===== src/rtl/pulse_to_level_stretch_pkg.sv =====
// Shared types and constants for the pulse-to-level stretcher.
// Holds state encodings, the counter width and the reload helper.
package pulse_to_level_stretch_pkg;

   localparam int PLS_CNT_W  = 22;
   localparam int PLS_PEND_W = 3;

   typedef enum logic [1:0] {
      ST_IDLE = 2'd0,
      ST_HIGH = 2'd1,
      ST_GAP  = 2'd2
   } plsState_t;

   // A counter loaded with len-1 expires after len cycles; a length of 0 behaves as 1.
   function automatic logic [PLS_CNT_W-1:0] plsLoadValue(input logic [PLS_CNT_W-1:0] len);
      return (len == '0) ? '0 : len - PLS_CNT_W'(1);
   endfunction

endpackage


===== src/rtl/pulse_to_level_stretch_if.sv =====
// Event input and status outputs of the stretcher, bundled for port connection.
// The slave side is the stretcher itself; the master side is whoever drives events.
interface pulse_to_level_stretch_if;
   import pulse_to_level_stretch_pkg::*;

   logic                  pulse;
   logic                  level;
   logic                  busy;
   logic [PLS_PEND_W-1:0] pendingCount;
   logic                  overflow;

   modport master (
      output pulse,
      input  level,
      input  busy,
      input  pendingCount,
      input  overflow
   );

   modport slave (
      input  pulse,
      output level,
      output busy,
      output pendingCount,
      output overflow
   );

endinterface


===== src/rtl/pulse_to_level_stretch_counter.sv =====
// Loadable down-counter with a zero flag; it never wraps below zero.
// A single instance times both the hold window and the low gap.
module pls_down_counter
   import pulse_to_level_stretch_pkg::*;
(
   input  logic                 clk_i,
   input  logic                 rst_i,
   input  logic                 load_i,
   input  logic [PLS_CNT_W-1:0] loadValue_i,
   input  logic                 dec_i,
   output logic                 zero_o
);

   logic [PLS_CNT_W-1:0] count_q;
   logic [PLS_CNT_W-1:0] count_d;

   always_comb begin
      count_d = count_q;
      if (load_i) begin
         count_d = loadValue_i;
      end else if (dec_i && (count_q != '0)) begin
         count_d = count_q - PLS_CNT_W'(1);
      end
   end

   always_ff @(posedge clk_i) begin
      if (rst_i) begin
         count_q <= '0;
      end else begin
         count_q <= count_d;
      end
   end

   assign zero_o = (count_q == '0);

endmodule


===== src/rtl/pulse_to_level_stretch.sv =====
// Turns rising edges on the pulse input into fixed-width high windows separated by low gaps,
// queueing edges that arrive while busy (or extending the window in retrigger mode).
module pulse_to_level_stretch
   import pulse_to_level_stretch_pkg::*;
#(
   parameter logic [PLS_CNT_W-1:0] Hold_Length = 22'd2500000,
   parameter logic [PLS_CNT_W-1:0] Gap_Length  = 22'd2500000,
   parameter logic                 Retrigger   = 1'b0,
   parameter logic [2:0]           Queue_Depth = 3'd4
)(
   input  logic                     clk_i,
   input  logic                     rst_i,
   pulse_to_level_stretch_if.slave  bus
);

   localparam logic [PLS_CNT_W-1:0] HOLD_LOAD = plsLoadValue(Hold_Length);
   localparam logic [PLS_CNT_W-1:0] GAP_LOAD  = plsLoadValue(Gap_Length);

   plsState_t             state_q, state_d;
   logic [PLS_PEND_W-1:0] pending_q, pending_d;
   logic                  overflow_q, overflow_d;
   logic                  level_q, level_d;
   logic                  pulse_q;

   logic                  evt;
   logic                  queueFull;
   logic                  exitToHigh;
   logic [PLS_PEND_W-1:0] exitPending;

   logic                  cntLoad;
   logic [PLS_CNT_W-1:0]  cntLoadValue;
   logic                  cntDec;
   logic                  cntZero;

   // The edge register keeps following the input during reset, so a level held
   // across reset release is not seen as a fresh event.
   always_ff @(posedge clk_i) begin
      pulse_q <= bus.pulse;
   end

   assign evt        = bus.pulse & ~pulse_q;
   assign queueFull  = (pending_q == Queue_Depth);
   assign exitToHigh = (pending_q != '0) || evt;
   assign exitPending = ((pending_q != '0) && !evt) ? pending_q - PLS_PEND_W'(1) : pending_q;

   pls_down_counter uCounter (
      .clk_i       (clk_i),
      .rst_i       (rst_i),
      .load_i      (cntLoad),
      .loadValue_i (cntLoadValue),
      .dec_i       (cntDec),
      .zero_o      (cntZero)
   );

   // Next-state logic; a fresh edge on the last gap cycle with a non-empty queue is a
   // push and a pop at once, so the count is left alone while the next window starts.
   always_comb begin
      state_d      = state_q;
      pending_d    = pending_q;
      overflow_d   = 1'b0;
      cntLoad      = 1'b0;
      cntLoadValue = HOLD_LOAD;
      cntDec       = 1'b0;

      case (state_q)
         ST_IDLE: begin
            if (evt) begin
               state_d = ST_HIGH;
               cntLoad = 1'b1;
            end
         end

         ST_HIGH: begin
            if (evt && Retrigger) begin
               cntLoad = 1'b1;
            end else if (cntZero && (Gap_Length == '0)) begin
               if (exitToHigh) begin
                  cntLoad   = 1'b1;
                  pending_d = exitPending;
               end else begin
                  state_d = ST_IDLE;
               end
            end else begin
               if (evt) begin
                  if (queueFull) overflow_d = 1'b1;
                  else           pending_d  = pending_q + PLS_PEND_W'(1);
               end
               if (cntZero) begin
                  state_d      = ST_GAP;
                  cntLoad      = 1'b1;
                  cntLoadValue = GAP_LOAD;
               end else begin
                  cntDec = 1'b1;
               end
            end
         end

         ST_GAP: begin
            if (cntZero) begin
               if (exitToHigh) begin
                  state_d   = ST_HIGH;
                  cntLoad   = 1'b1;
                  pending_d = exitPending;
               end else begin
                  state_d = ST_IDLE;
               end
            end else begin
               cntDec = 1'b1;
               if (evt) begin
                  if (queueFull) overflow_d = 1'b1;
                  else           pending_d  = pending_q + PLS_PEND_W'(1);
               end
            end
         end

         default: begin
            state_d = ST_IDLE;
         end
      endcase

      level_d = (state_d == ST_HIGH);
   end

   always_ff @(posedge clk_i) begin
      if (rst_i) begin
         state_q    <= ST_IDLE;
         pending_q  <= '0;
         overflow_q <= 1'b0;
         level_q    <= 1'b0;
      end else begin
         state_q    <= state_d;
         pending_q  <= pending_d;
         overflow_q <= overflow_d;
         level_q    <= level_d;
      end
   end

   assign bus.level        = level_q;
   assign bus.busy         = (state_q != ST_IDLE);
   assign bus.pendingCount = pending_q;
   assign bus.overflow     = overflow_q;

endmodule

===== src/flat_wrapper.sv =====
// flat-port wrapper written by rule: the top's interface ports become plain ports
module pulse_to_level_stretch_flat import pulse_to_level_stretch_pkg::*;
#(
   parameter logic [PLS_CNT_W-1:0] Hold_Length = 22'd2500000,
   parameter logic [PLS_CNT_W-1:0] Gap_Length  = 22'd2500000,
   parameter logic                 Retrigger   = 1'b0,
   parameter logic [2:0]           Queue_Depth = 3'd4
)
  (clk_i, rst_i, bus_pulse, bus_level, bus_busy, bus_pendingCount, bus_overflow);
  pulse_to_level_stretch_if bus_i ();
  input  logic clk_i;
  input  logic rst_i;
  input wire logic [$bits(bus_i.pulse)-1:0] bus_pulse;
  output wire logic [$bits(bus_i.level)-1:0] bus_level;
  output wire logic [$bits(bus_i.busy)-1:0] bus_busy;
  output wire logic [$bits(bus_i.pendingCount)-1:0] bus_pendingCount;
  output wire logic [$bits(bus_i.overflow)-1:0] bus_overflow;
  assign bus_i.pulse = bus_pulse;
  assign bus_level = bus_i.level;
  assign bus_busy = bus_i.busy;
  assign bus_pendingCount = bus_i.pendingCount;
  assign bus_overflow = bus_i.overflow;
  pulse_to_level_stretch #(.Hold_Length(Hold_Length), .Gap_Length(Gap_Length), .Retrigger(Retrigger), .Queue_Depth(Queue_Depth)) u_core (.clk_i(clk_i), .rst_i(rst_i), .bus(bus_i));
endmodule

===== config.mk =====
export PLATFORM = sky130hd
export DESIGN_NAME = pulse_to_level_stretch_flat
export DESIGN_NICKNAME = d
export VERILOG_FILES = /design/src/rtl/pulse_to_level_stretch_pkg.sv /design/src/rtl/pulse_to_level_stretch_if.sv /design/src/rtl/pulse_to_level_stretch_counter.sv /design/src/rtl/pulse_to_level_stretch.sv /design/src/flat_wrapper.sv
export SDC_FILE = /design/constraint.sdc
export NUM_CORES = 1
export LEC_CHECK = 0
export BUFFER_PORTS_ARGS = -buffer_cell sky130_fd_sc_hd__buf_2
export CAP_MARGIN = 20
export CORE_ASPECT_RATIO = 1.25
export CORE_MARGIN = 3
export CORE_UTILIZATION = 62
export CTS_CLUSTER_SIZE = 14
export DETAILED_ROUTE_END_ITERATION = 6
export PLACE_DENSITY = 0.91
export SLEW_MARGIN = 20
export SYNTH_ARGS = -nofsm -noshare
export SYNTH_HDL_FRONTEND = slang
export SYNTH_SLANG_ARGS = --single-unit

===== constraint.sdc =====
create_clock -name clk_i -period 6.97 [get_ports clk_i]
set_input_delay 0 -clock clk_i [delete_from_list [all_inputs] [get_ports clk_i]]
set_output_delay 0 -clock clk_i [all_outputs]
set_load 0.03 [all_outputs]

# == After elaboration in Yosys (flattened, before gate mapping) ==
# Cells that the tools add are included.
# op_classes
n_addsub,3
mux,24
eq_ne,6
n_reduce_logical,14
n_bitwise,2
# ops
op,n
two-way mux 22 bit,2
zero test 22 bit,1
nonzero test 22 bit,1
subtractor 22 x 1 -> 22 bit (second input constant),1
two-way mux 3 bit,5
two-way mux 1 bit,10
two-way mux 2 bit,3
case mux 2 bit (3 select lines),1
case mux 3 bit (2 select lines),1
nonzero test 2 bit,3
equality test 2 x 1 -> 1 bit (second input constant),2
OR reduction 2 bit,2
adder 3 x 1 -> 3 bit (second input constant),1
equality test 3 bit (second input constant),1
!= test 3 x 2 -> 1 bit (second input constant),1
!= test 3 bit (second input constant),1
case mux 1 bit (3 select lines),1
AND reduction 3 bit,1
nonzero test 3 bit,1
subtractor 3 x 1 -> 3 bit (second input constant),1
equality test 2 bit (second input constant),1
logical AND 1 bit,2
zero test 2 bit,1
case mux 1 bit (2 select lines),1
4 further kinds,4
# totals
output_inout_bits,6
regBits,30
word_cells,56
inputBits,3

# == Longest topological paths before layout ==
# Gate-level depths: netlist of run 1.
# depth
depth_word,8
ltp_mapped,9
ltp_nobuf,7

# == By module ==
# Synthesis of run 1 repeated with hierarchy kept, for this count alone.
# unflattened
hier_cells,224
area_unflattened_um2,1911.8
# by_module_without_submodules
module,area_per_inst_um2,seq_area_each_um2,cells_each,n_inst
pls_down_counter,1326.3,440.4,156,1
pulse_to_level_stretch,585.6,160.2,68,1

# == Worst setup path before layout of run 1 ==
# Ideal clock, no wire load.
# synth_path
path_type,reg-to-reg
startpoint,register u_core.uCounter.count_q[7]
endpoint,register u_core.uCounter.count_q[12]
arrival_time_ps,2308
synth_period_minus_slack_ps,2448
stages_incl_launch_ff,8
setup_ps,140
t_required_ps,6830
path_buffers,2
slack_ps,4522
path_cell_list,dfxtp_1 > or4_4 > buf_6 > or3_1 > buf_2 > or2_4 > o311ai_2 > nor2_1
# synth_between
elab_chain_len,4
elab_cells_between_ends,10
classes_between,add/sub: 1; mux: 5; reduce/logical: 4
# synth_lines
item,line,rtl
"start, declared",pulse_to_level_stretch_counter.sv:14,logic [PLS_CNT_W-1:0] count_q;
"start signal, assigned",pulse_to_level_stretch_counter.sv:30,count_q <= count_d;
"parallel branches: the longest is 4 deep, another holds subtractor 22 x 1 -> 22 bit",--,
# Several ways; the timed one is not identified.
# A chain may end at the register's enable or synchronous reset.

# == Worst setup path in the final report of run 1 ==
# layout_path
startpoint,register u_core.uCounter.count_q[0]
endpoint,register u_core.uCounter.count_q[14]
# Same word-level chain as after synthesis.

==> flow_summary.yaml, run 1 <==
clocking:
  cts_buffers: 5
  cts_root_buf: "clkbuf_4"
  cts_tree: "built"
  postCtsSetupRepairBufs: 0
  htreeDepth: 2
  clock_latency_ps: 330
  clkSinkCount: 30
  path_clk_slew_ps: 100
  cts.path.max_buffers: 2
  cts_resized: 0
route:
  wire_per_inst_um: 15.6
  post-route-drc-count: 0
  firstDrtPassIters: 4
  via_per_inst: 6.38
  ant_nets: 0
  drt-total-wl_mm: 3.82
  initialDrtViolationCount: 77
  vias: 1563
outcome:
  status: "finished clean"
placement:
  gp_congestion: 0.880
  placedCellCount: 236
  numPortBuffers: 8
  place_ws_ps: 3800
  dp_hpwl_mm: 2.82
  dpl_cell_area_mm2: 0.00177
timing:
  finalClockSkew_ps: 4.51
  max_freq_mhz: 325
  hold_violations: 0
  finalSetupViolations: 0
  drv_slew: 0
  worst_pin_slew_ps: 699
  timing.final.ws_setup_ps: 3890
  slew_headroom_pct: 53.0
  finalSetupTns_ps: 0
  fin_crit_sh_pct: 44.1
  fin_crit_ps: 3080
  holdWs_ps: 90.5
  grt_setup_unrepaired: "false"
cells_and_area:
  syn2layout_area_growth_pct: 7.13
  final_common_cell: "dfxtp_1"
  final_util_pct: 72.9
  final_cell_mix: "dfxtp_1 (30), nor2_1 (20), o21ai_0 (17)"
  postLayoutCellArea_mm2: 0.00184
  num_antenna_cells: 0
  nets: 222
  drive_gt1_share_pct: 11.3
  final_cells: 245
run:
  cap_viol_max_count: 0
logic_synthesis:
  netlist_area_mm2: 0.00172
  synth_top_cell_by_area: "dfxtp_1"
  synth_warnings: 0
  seq_area_frac_synth_pct: 34.9
  postSynthAreaPerCell_um2: 8.47
  yosysUniqueCellTypes: 43
  synth-seq-cells: 30
  synthCells: 203
  async_flop_share_pct: 0
  synth_nets: 214
  synth_edf_count: 0
  synthFlopType: "dfxtp_1"
  synth_top_area_share_pct: 34.9
  yosys-top-cells-area: "dfxtp_1 (35%), xor2_1 (7.6%), ha_1 (5.8%)"
pwr:
  finalPower_mw: 0.430
  leakage_nw: 0.706
  ir_drop_mv: 0.200
  powerDensity_mw_per_mm2: 233
global_routing:
  gr-total-overflow: 0
  grt_pass1_wl_mm: 6.42
  grt_start_max_net_pins: 21
  grt_usage_pct: 24.9
  first_global_vias: 1474
  antenna_found_initial: 0
setup_path:
  arrival_ps: 3270
  r2r-end: "u_core.uCounter.count_q[14]$_SDFFE_PP0P_"
  critPathKind: "reg2reg"
  rr_startpoint: "u_core.uCounter.count_q[0]$_SDFFE_PP0P_"
  r2r_setup_slack_ps: 3890
  r2r_cells: 7
  cp_max_fo: 14
  endpoint_kind: "register"
  cp.required_ps: 7170
  startpoint_type: "register"
min_path:
  holdPathStages: 2
  hold_class: "in2reg"
  hp-start: "rst_i"
  worstHoldEndpoint: "u_core.uCounter.count_q[8]$_SDFFE_PP0P_"
floorplan:
  coreArea_mm2: 0.00253
  fp-row-count: 20
  start_util_pct: 68.1
  die_area_mm2: 0.00345
  dieHeight_um: 64.9
  io_pins: 9
  die_width_um: 53.1
-- cells in the mapped netlist (4+ instances only) --
| library cell | number |
|---|---|
| dfxtp_1 | 30 |
| nor2_1 | 20 |
| o211ai_1 | 13 |
| inv_1 | 11 |
| nand4_1 | 4 |
| a21oi_1 | 4 |
| nand3_1 | 6 |
| clkbuf_1 | 7 |
| nor3_1 | 9 |
| nand2_1 | 5 |
| xor2_1 | 15 |
| a31oi_1 | 4 |
| or3_1 | 6 |
| o21ai_0 | 17 |
| ha_1 | 8 |
-- state kept, by name (all words and copies together), names as in the netlist --
register / flops
u_core.uCounter.count_q: 22
u_core.bus.level: 1
u_core.pulse_q: 1
u_core.bus.overflow: 1
u_core.state_q: 2
u_core.bus.pendingCount: 3
-- layer usage --
layer	global-route usage [%]	routed length (um)	vias to the layer above
met1	27.3	1530	740
met3	7.36	234	14
met4	11.8	121	0
li1	-	-	758
met2	42.5	1930	51
met5	0	0	-
-- how the worst max path moves through the flow --
stage | startpoint | end | slack, ps | cells after the start
2_1_floorplan | u_core.uCounter.count_q[7]$_SDFFE_PP0P_ | u_core.uCounter.count_q[12]$_SDFFE_PP0P_ | 4520 | 7
6_report | u_core.uCounter.count_q[0]$_SDFFE_PP0P_ | u_core.uCounter.count_q[14]$_SDFFE_PP0P_ | 3890 | 7
5_1_grt | u_core.uCounter.count_q[0]$_SDFFE_PP0P_ | u_core.uCounter.count_q[20]$_SDFFE_PP0P_ | 3590 | 7
3_5_place_dp | u_core.uCounter.count_q[0]$_SDFFE_PP0P_ | u_core.bus.pendingCount[2]$_SDFFE_PP0P_ | 3800 | 7
4_1_cts | u_core.uCounter.count_q[0]$_SDFFE_PP0P_ | u_core.bus.pendingCount[2]$_SDFFE_PP0P_ | 3800 | 7
3_3_place_gp | u_core.uCounter.count_q[0]$_SDFFE_PP0P_ | u_core.bus.pendingCount[1]$_SDFFE_PP0P_ | 3970 | 7
-- cell families (layout without fill, tap and decap cells) --
group,after synthesis,after routing,share of synthesized area (%)
AOI/OAI and AO/OA,48,48,18.8
xor gates and xnor gates,17,17,8.65
adders and majority gates,8,8,5.82
buffers and inverters,20,29,4.87
DFF,30,30,34.9
muxes,4,4,2.69
and+or+nand+nor,76,76,24.3
-- critical path, stage by stage, from the launching register on --
cell      delay, ps
dfxtp_1         350
inv_1           100
ha_1            220
nor4b_1         470
nand4_1         580
or2_4           470
o311ai_2        640
nor2_1          120
-- where the power goes --
group	switching (mW)	internal (mW)
Sequential	0.0160	0.187
Clock	0.0614	0.0488
Combinational	0.0745	0.0419
-- what timing repair did --
action,CTS,global route
hold endpoints to repair,1,0
setup endpoints to repair,0,0
hold buffers,1,0
-- final cells by class --
class	instances	area [um^2]
clock buffers	7	55.1
clock inverters	1	5.00
fillers	188	684
inverters	11	41.3
multi-input cells	153	1040
flip-flops and latches	30	601
well taps	33	41.3
repair buffers	10	57.6
Power figures use the tool's default switching activity.
==> run 2: changes to the inputs <==
Settings changed: ABC_AREA set to 1, CORE_UTILIZATION 62 to 55, PLACE_DENSITY 0.91 to 0.85.
Clock period 6.97 ns to 2.7 ns, I/O delays scaled along.
==> run 2 against run 1 <==
Effect of this change: clock-buffer cell count decreased by 1; register-to-register slack got worse by 3200 ps; power increased to 3.4 times the previous value; clock skew decreased by 2.5 ps; largest cell class unchanged; setup slack got worse by 3200 ps; fmax increased by 55%; combinational power increased to 3.4 times the previous value; first-iteration DRC count increased by 36%.
==> flow_summary.yaml, run 2 <==
route:
  drt-total-wl_mm: 4.22
  firstDrtPassIters: 5
  initialDrtViolationCount: 105
  vias: 1784
  ant_nets: 0
  post-route-drc-count: 0
  wire_per_inst_um: 12.4
  via_per_inst: 5.26
logic_synthesis:
  synthTopCellsByCount: "nand2_1 (64), inv_1 (47), nor2_1 (38)"
  synth_edf_count: 0
  synthFlopType: "dfxtp_1"
  netlist_area_mm2: 0.00197
  synth_nets: 300
  async_flop_share_pct: 0
  synth.most_common_cell: "nand2_1"
  synth_top_cell_by_area: "dfxtp_1"
  synth-seq-cells: 30
  synth_top_area_share_pct: 30.5
  synth_warnings: 0
  seq_area_frac_synth_pct: 30.5
  synthCells: 289
  yosys-top-cells-area: "dfxtp_1 (30%), nand2_1 (12%), inv_1 (9.0%)"
  postSynthAreaPerCell_um2: 6.81
  yosysUniqueCellTypes: 28
setup_path:
  crit_chain: "inv_1 -> ha_1 -> nand2_2 -> nor2_2 -> nand3_2 -> nor2_1 -> nand2_1 -> nand2_1 -> nand2_2 -> nand2_2 -> a21oi_1"
  startpoint_type: "register"
  arrival_ps: 2200
  endpoint_kind: "register"
  slowest_stage: "dfxtp_1"
  r2r_cells: 11
  r2r-end: "u_core.uCounter.count_q[6]$_SDFFE_PP0P_"
  critPathMostFrequentCell: "nand2_2"
  cp_max_fo: 13
  crit_path_max_incr_delay_ps: 410
  critPathKind: "reg2reg"
  critical_path_buf_inv_count: 1
  cp.required_ps: 2910
  r2r_setup_slack_ps: 710
  path_delay_family: "simple AND/OR/NAND/NOR gates"
  rr_startpoint: "u_core.uCounter.count_q[0]$_SDFFE_PP0P_"
floorplan:
  die_area_mm2: 0.00434
  coreArea_mm2: 0.00331
  start_util_pct: 59.5
  dieHeight_um: 72.9
  io_pins: 9
  fp-row-count: 23
  die_width_um: 59.5
clocking:
  postCtsSetupRepairBufs: 0
  cts_root_buf: "clkbuf_8"
  path_clk_slew_ps: 60
  cts_buffers: 5
  clock_latency_ps: 280
  cts_resized: 0
  clkSinkCount: 30
  cts_tree: "built"
  cts.path.max_buffers: 2
  htreeDepth: 2
pwr:
  leakage_nw: 1.03
  finalPower_mw: 1.48
  powerDensity_mw_per_mm2: 680
  ir_drop_mv: 0.525
global_routing:
  first_global_vias: 1719
  grt_start_max_net_pins: 16
  grt_usage_pct: 21.5
  antenna_found_initial: 0
  gr-total-overflow: 0
  grt_pass1_wl_mm: 7.07
min_path:
  hp-start: "rst_i"
  worstHoldEndpoint: "u_core.state_q[1]$_SDFF_PP0_"
  holdPathStages: 2
  hold_class: "in2reg"
outcome:
  status: "finished clean"
placement:
  dp_hpwl_mm: 3.04
  gp_congestion: 0.861
  place_ws_ps: 790
  placedCellCount: 330
  numPortBuffers: 8
timing:
  drv_slew: 0
  finalSetupViolations: 0
  grt_setup_unrepaired: "false"
  timing.final.ws_setup_ps: 711
  finalClockSkew_ps: 2.01
  fin_crit_sh_pct: 73.6
  slew_headroom_pct: 72.8
  hold_violations: 0
  max_freq_mhz: 503
  worst_pin_slew_ps: 406
  finalSetupTns_ps: 0
  fin_crit_ps: 1990
cells_and_area:
  num_antenna_cells: 0
  ff_latch_area_um2: 601
  multiInputGateArea_mm2: 0.00115
  fill_cells: 272
  final_cell_mix: "nand2_1 (64), inv_1 (47), nor2_1 (38)"
  top_register: "u_core.uCounter.count_q"
  drive_gt1_share_pct: 18.5
  syn2layout_area_growth_pct: 10.2
  final_cells: 339
  nets: 312
  largest_reg_flops: 22
  final_common_cell: "nand2_1"
run:
  cap_viol_max_count: 0
==> run 2: worst max path at each step <==
stage,startpoint,to,slack (ps),cells past startpoint
after global routing,u_core.uCounter.count_q[0]$_SDFFE_PP0P_,u_core.uCounter.count_q[14]$_SDFFE_PP0P_,570,11
after global placement,u_core.uCounter.count_q[0]$_SDFFE_PP0P_,u_core.uCounter.count_q[12]$_SDFFE_PP0P_,880,11
after floorplan,u_core.bus.pendingCount[0]$_SDFFE_PP0P_,u_core.bus.pendingCount[2]$_SDFFE_PP0P_,1100,12
after CTS,u_core.uCounter.count_q[0]$_SDFFE_PP0P_,u_core.uCounter.count_q[6]$_SDFFE_PP0P_,720,11
final,u_core.uCounter.count_q[0]$_SDFFE_PP0P_,u_core.uCounter.count_q[6]$_SDFFE_PP0P_,710,11
after detailed placement,u_core.uCounter.count_q[0]$_SDFFE_PP0P_,u_core.uCounter.count_q[12]$_SDFFE_PP0P_,790,11
==> run 2: area by class of cell <==
| cell class | instances | share of cell area (%) |
|---|---|---|
| clock inverter | 2 | 2.77 |
| timing repair buffer | 9 | 2.31 |
| inverter | 49 | 8.47 |
| sequential | 30 | 27.7 |
| clock buffer | 6 | 3.80 |
| tap | 37 | 2.13 |
| multi-input combinational | 206 | 52.9 |
==> run 2: what timing repair did <==
item	in CTS	in global routing
hold buffers	1	0
setup endpoints to repair	0	0
endpoints found under the hold margin	1	0
==> run 2: routing by layer <==
layer	global-route usage, %	routed length, um	up-vias
met5	0	0	-
met4	10.8	77	0
li1	-	-	910
met3	5.49	171	8
met1	22.4	1760	825
met2	38.6	2210	41
==> run 2: kinds of logic after synthesis <==
logic type / Yosys count / share of synthesized area, %
xor+xnor: 11 / 4.89
buf+inv: 53 / 11.2
flops: 30 / 30.5
compound gates: 34 / 11.1
simple gates: 153 / 37.2
fa+ha+maj: 8 / 5.08
==> run 2: through the flow <==
| step | instance area [um^2] | utilization [%] | hold WS, ps |
|---|---|---|---|
| final | 2170 | 65.6 | 111 |
| after global routing | 2170 | 65.6 | 130 |
| after CTS | 2170 | 65.6 | 105 |
| after detailed placement | 2020 | 61.0 | 123 |
| after global placement | 2020 | 61.0 | 117 |
| after floorplan | 1970 | - | 27.7 |
==> run 2: worst reg2reg max path: stages (launching register included) <==
cell	delay, ps
dfxtp_1	410
inv_1	70
ha_1	230
nand2_2	130
nor2_2	60
nand3_2	80
nor2_1	40
nand2_1	90
nand2_1	80
nand2_2	320
nand2_2	240
a21oi_1	170
==> run 2: power breakdown <==
group | internal, mW | total [mW] | switching, mW
registers | 0.476 | 0.507 | 0.0312
logic | 0.132 | 0.398 | 0.266
clock network | 0.394 | 0.570 | 0.177
==> run 3: changes to the inputs <==
Clock period 2.7 ns to 1.7 ns, I/O delays scaled along.
==> run 3 against run 2 <==
Effect of this change: global-route usage rose by 1.1 points; combinational power rose by 84%; clock-buffer cell count rose by 1; fmax rose by 22%; clock skew rose by 2.9 ps; wire length rose by 4.1%; die area did not move; clock power rose by 5.3%; first-iteration DRC count fell by 9.5%; final cell count rose by 3.8%; largest power group is now registers.
==> flow_summary.yaml, run 3 (synthesized netlist as in run 2, its figures left out) <==
outcome:
  status: "finished clean"
cells_and_area:
  num_antenna_cells: 0
  nets: 325
  largest_reg_flops: 22
  final_cell_mix: "nand2_1 (63), inv_1 (45), nor2_1 (35)"
  final_common_cell: "nand2_1"
  postLayoutCellArea_mm2: 0.00229
  final_util_pct: 69.3
  syn2layout_area_growth_pct: 16.4
  drive_gt1_share_pct: 24.4
  fill_cells: 274
  final_cells: 352
  top_register: "u_core.uCounter.count_q"
setup_path:
  startpoint_type: "register"
  slowest_stage: "dfxtp_1"
  critPathMostFrequentCell: "nand2_1"
  cp.required_ps: 1880
  critical_path_buf_inv_count: 1
  crit_path_max_incr_delay_ps: 360
  cp_max_fo: 5
  path_delay_family: "simple AND/OR/NAND/NOR gates"
  arrival_ps: 1820
  endpoint_kind: "register"
  crit_chain: "nor2_1 -> nand2_1 -> nor2_4 -> nand3_4 -> nor2_2 -> nand2_1 -> nand2_2 -> inv_2 -> nand2_2 -> nand2_1 -> nand2_1 -> nor2_2"
  critPathKind: "reg2reg"
timing:
  grt_setup_unrepaired: "true"
  fin_crit_ps: 1640
  worst_pin_slew_ps: 289
  slew_headroom_pct: 80.6
  finalClockSkew_ps: 4.94
  max_freq_mhz: 611
  holdWs_ps: 82.5
  finalSetupViolations: 0
  fin_crit_sh_pct: 96.2
  timing.final.ws_setup_ps: 64.4
  finalSetupTns_ps: 0
  drv_slew: 0
  hold_violations: 0
floorplan:
  coreArea_mm2: 0.00331
  start_util_pct: 59.5
  die_width_um: 59.5
  dieHeight_um: 72.9
  io_pins: 9
  fp-row-count: 23
  die_area_mm2: 0.00434
clocking:
  path_clk_slew_ps: 60
  cts.path.max_buffers: 2
  clock_latency_ps: 290
  cts_root_buf: "clkbuf_8"
  htreeDepth: 2
  clkSinkCount: 30
  cts_tree: "built"
  cts_buffers: 5
placement:
  numPortBuffers: 8
  placedCellCount: 341
  place_ws_ps: 27.9
  dp_hpwl_mm: 3.21
  dpl_cell_area_mm2: 0.00210
  gp_congestion: 0.850
pwr:
  combPwrFrac_pct: 34.2
  swShare_pct: 36.4
  intPower_mw: 1.36
  leakage_nw: 1.08
  clkPwrFrac_pct: 28.0
  p_sw_mw: 0.779
  powerDensity_mw_per_mm2: 933
  finalPower_mw: 2.14
  ir_drop_mv: 0.665
  p_seq_share_pct: 37.8
global_routing:
  first_global_vias: 1829
  antenna_found_initial: 0
  grt_start_max_net_pins: 15
  grt_usage_pct: 22.6
  gr-total-overflow: 0
  grt_pass1_wl_mm: 7.49
route:
  drt-total-wl_mm: 4.39
  ant_nets: 0
  via_per_inst: 5.19
  firstDrtPassIters: 5
  wire_per_inst_um: 12.5
  initialDrtViolationCount: 95
  vias: 1826
  post-route-drc-count: 0
run:
  cap_viol_max_count: 0
min_path:
  hold_class: "in2reg"
-- run 3: cell types whose count changed in the layout (fill, tap and decap cells not counted), moves of 2 or more --
cell and delta:
buf_4 +11, nor2_1 -3, inv_2 +2, nand2_4 +2, ha_1 -2, inv_1 -2, bufinv_16 -2, ha_4 +2
nor2_4 +3, nand3_2 +2
-- run 3: what timing repair did --
item,4_1_cts,5_1_grt
hold buffers,1,0
buffers inserted,0,1
hold endpoints to repair,1,0
endpoints found under the setup margin,0,28
resized for setup,0,18
-- run 3: worst paths after layout --
kind | startpoint | endpoint | slack [ps] | depth (start not counted)
worst max-delay path | u_core.uCounter.count_q[15]$_SDFFE_PP0P_ | u_core.bus.pendingCount[0]$_SDFFE_PP0P_ | 60 | 12
worst min-delay path | rst_i | u_core.uCounter.count_q[21]$_SDFFE_PP0P_ | 80 | 4
worst max register to register | u_core.uCounter.count_q[15]$_SDFFE_PP0P_ | u_core.bus.pendingCount[0]$_SDFFE_PP0P_ | 60 | 12
worst min register to register | u_core.uCounter.count_q[14]$_SDFFE_PP0P_ | u_core.uCounter.count_q[14]$_SDFFE_PP0P_ | 500 | 2
-- run 3: routing by layer --
layer	part of all wire, %	track usage [%]	wire, um	up-vias
met5	0	0	0	-
met4	2.3	12.8	103	0
met3	3.8	5.31	167	12
met2	54	40.1	2380	32
met1	40	23.8	1740	836
li1	-	-	-	946
-- run 3: cell type report --
| class | count | area, um^2 | area share [%] |
|---|---|---|---|
| multi-input combinational | 207 | 1220 | 53.3 |
| tap | 37 | 46.3 | 2.02 |
| inverter | 49 | 184 | 8.02 |
| clock buffer | 7 | 86.3 | 3.77 |
| sequential | 30 | 601 | 26.2 |
| clock inverter | 1 | 5.00 | 0.218 |
| timing repair buffer | 21 | 148 | 6.44 |
-- run 3: worst reg2reg max path, stage by stage (launching register included) --
cell and delay, ps:
dfxtp_1 360, nor2_1 170, nand2_1 140, nor2_4 190, nand3_4 140, nor2_2 130, nand2_1 70, nand2_2 80
inv_2 50, nand2_2 50, nand2_1 40, nand2_1 70, nor2_2 30
-- run 3: power by group through the flow --
| stage | clock [mW] | combinational, mW | sequential, mW |
|---|---|---|---|
| after floorplan | 0 | 0.514 | 0.819 |
| after global placement | 0 | 0.645 | 0.814 |
| after detailed placement | 0 | 0.660 | 0.816 |
| after CTS | 0.612 | 0.668 | 0.802 |
| after global routing | 0.641 | 0.819 | 0.815 |
| final | 0.600 | 0.732 | 0.808 |
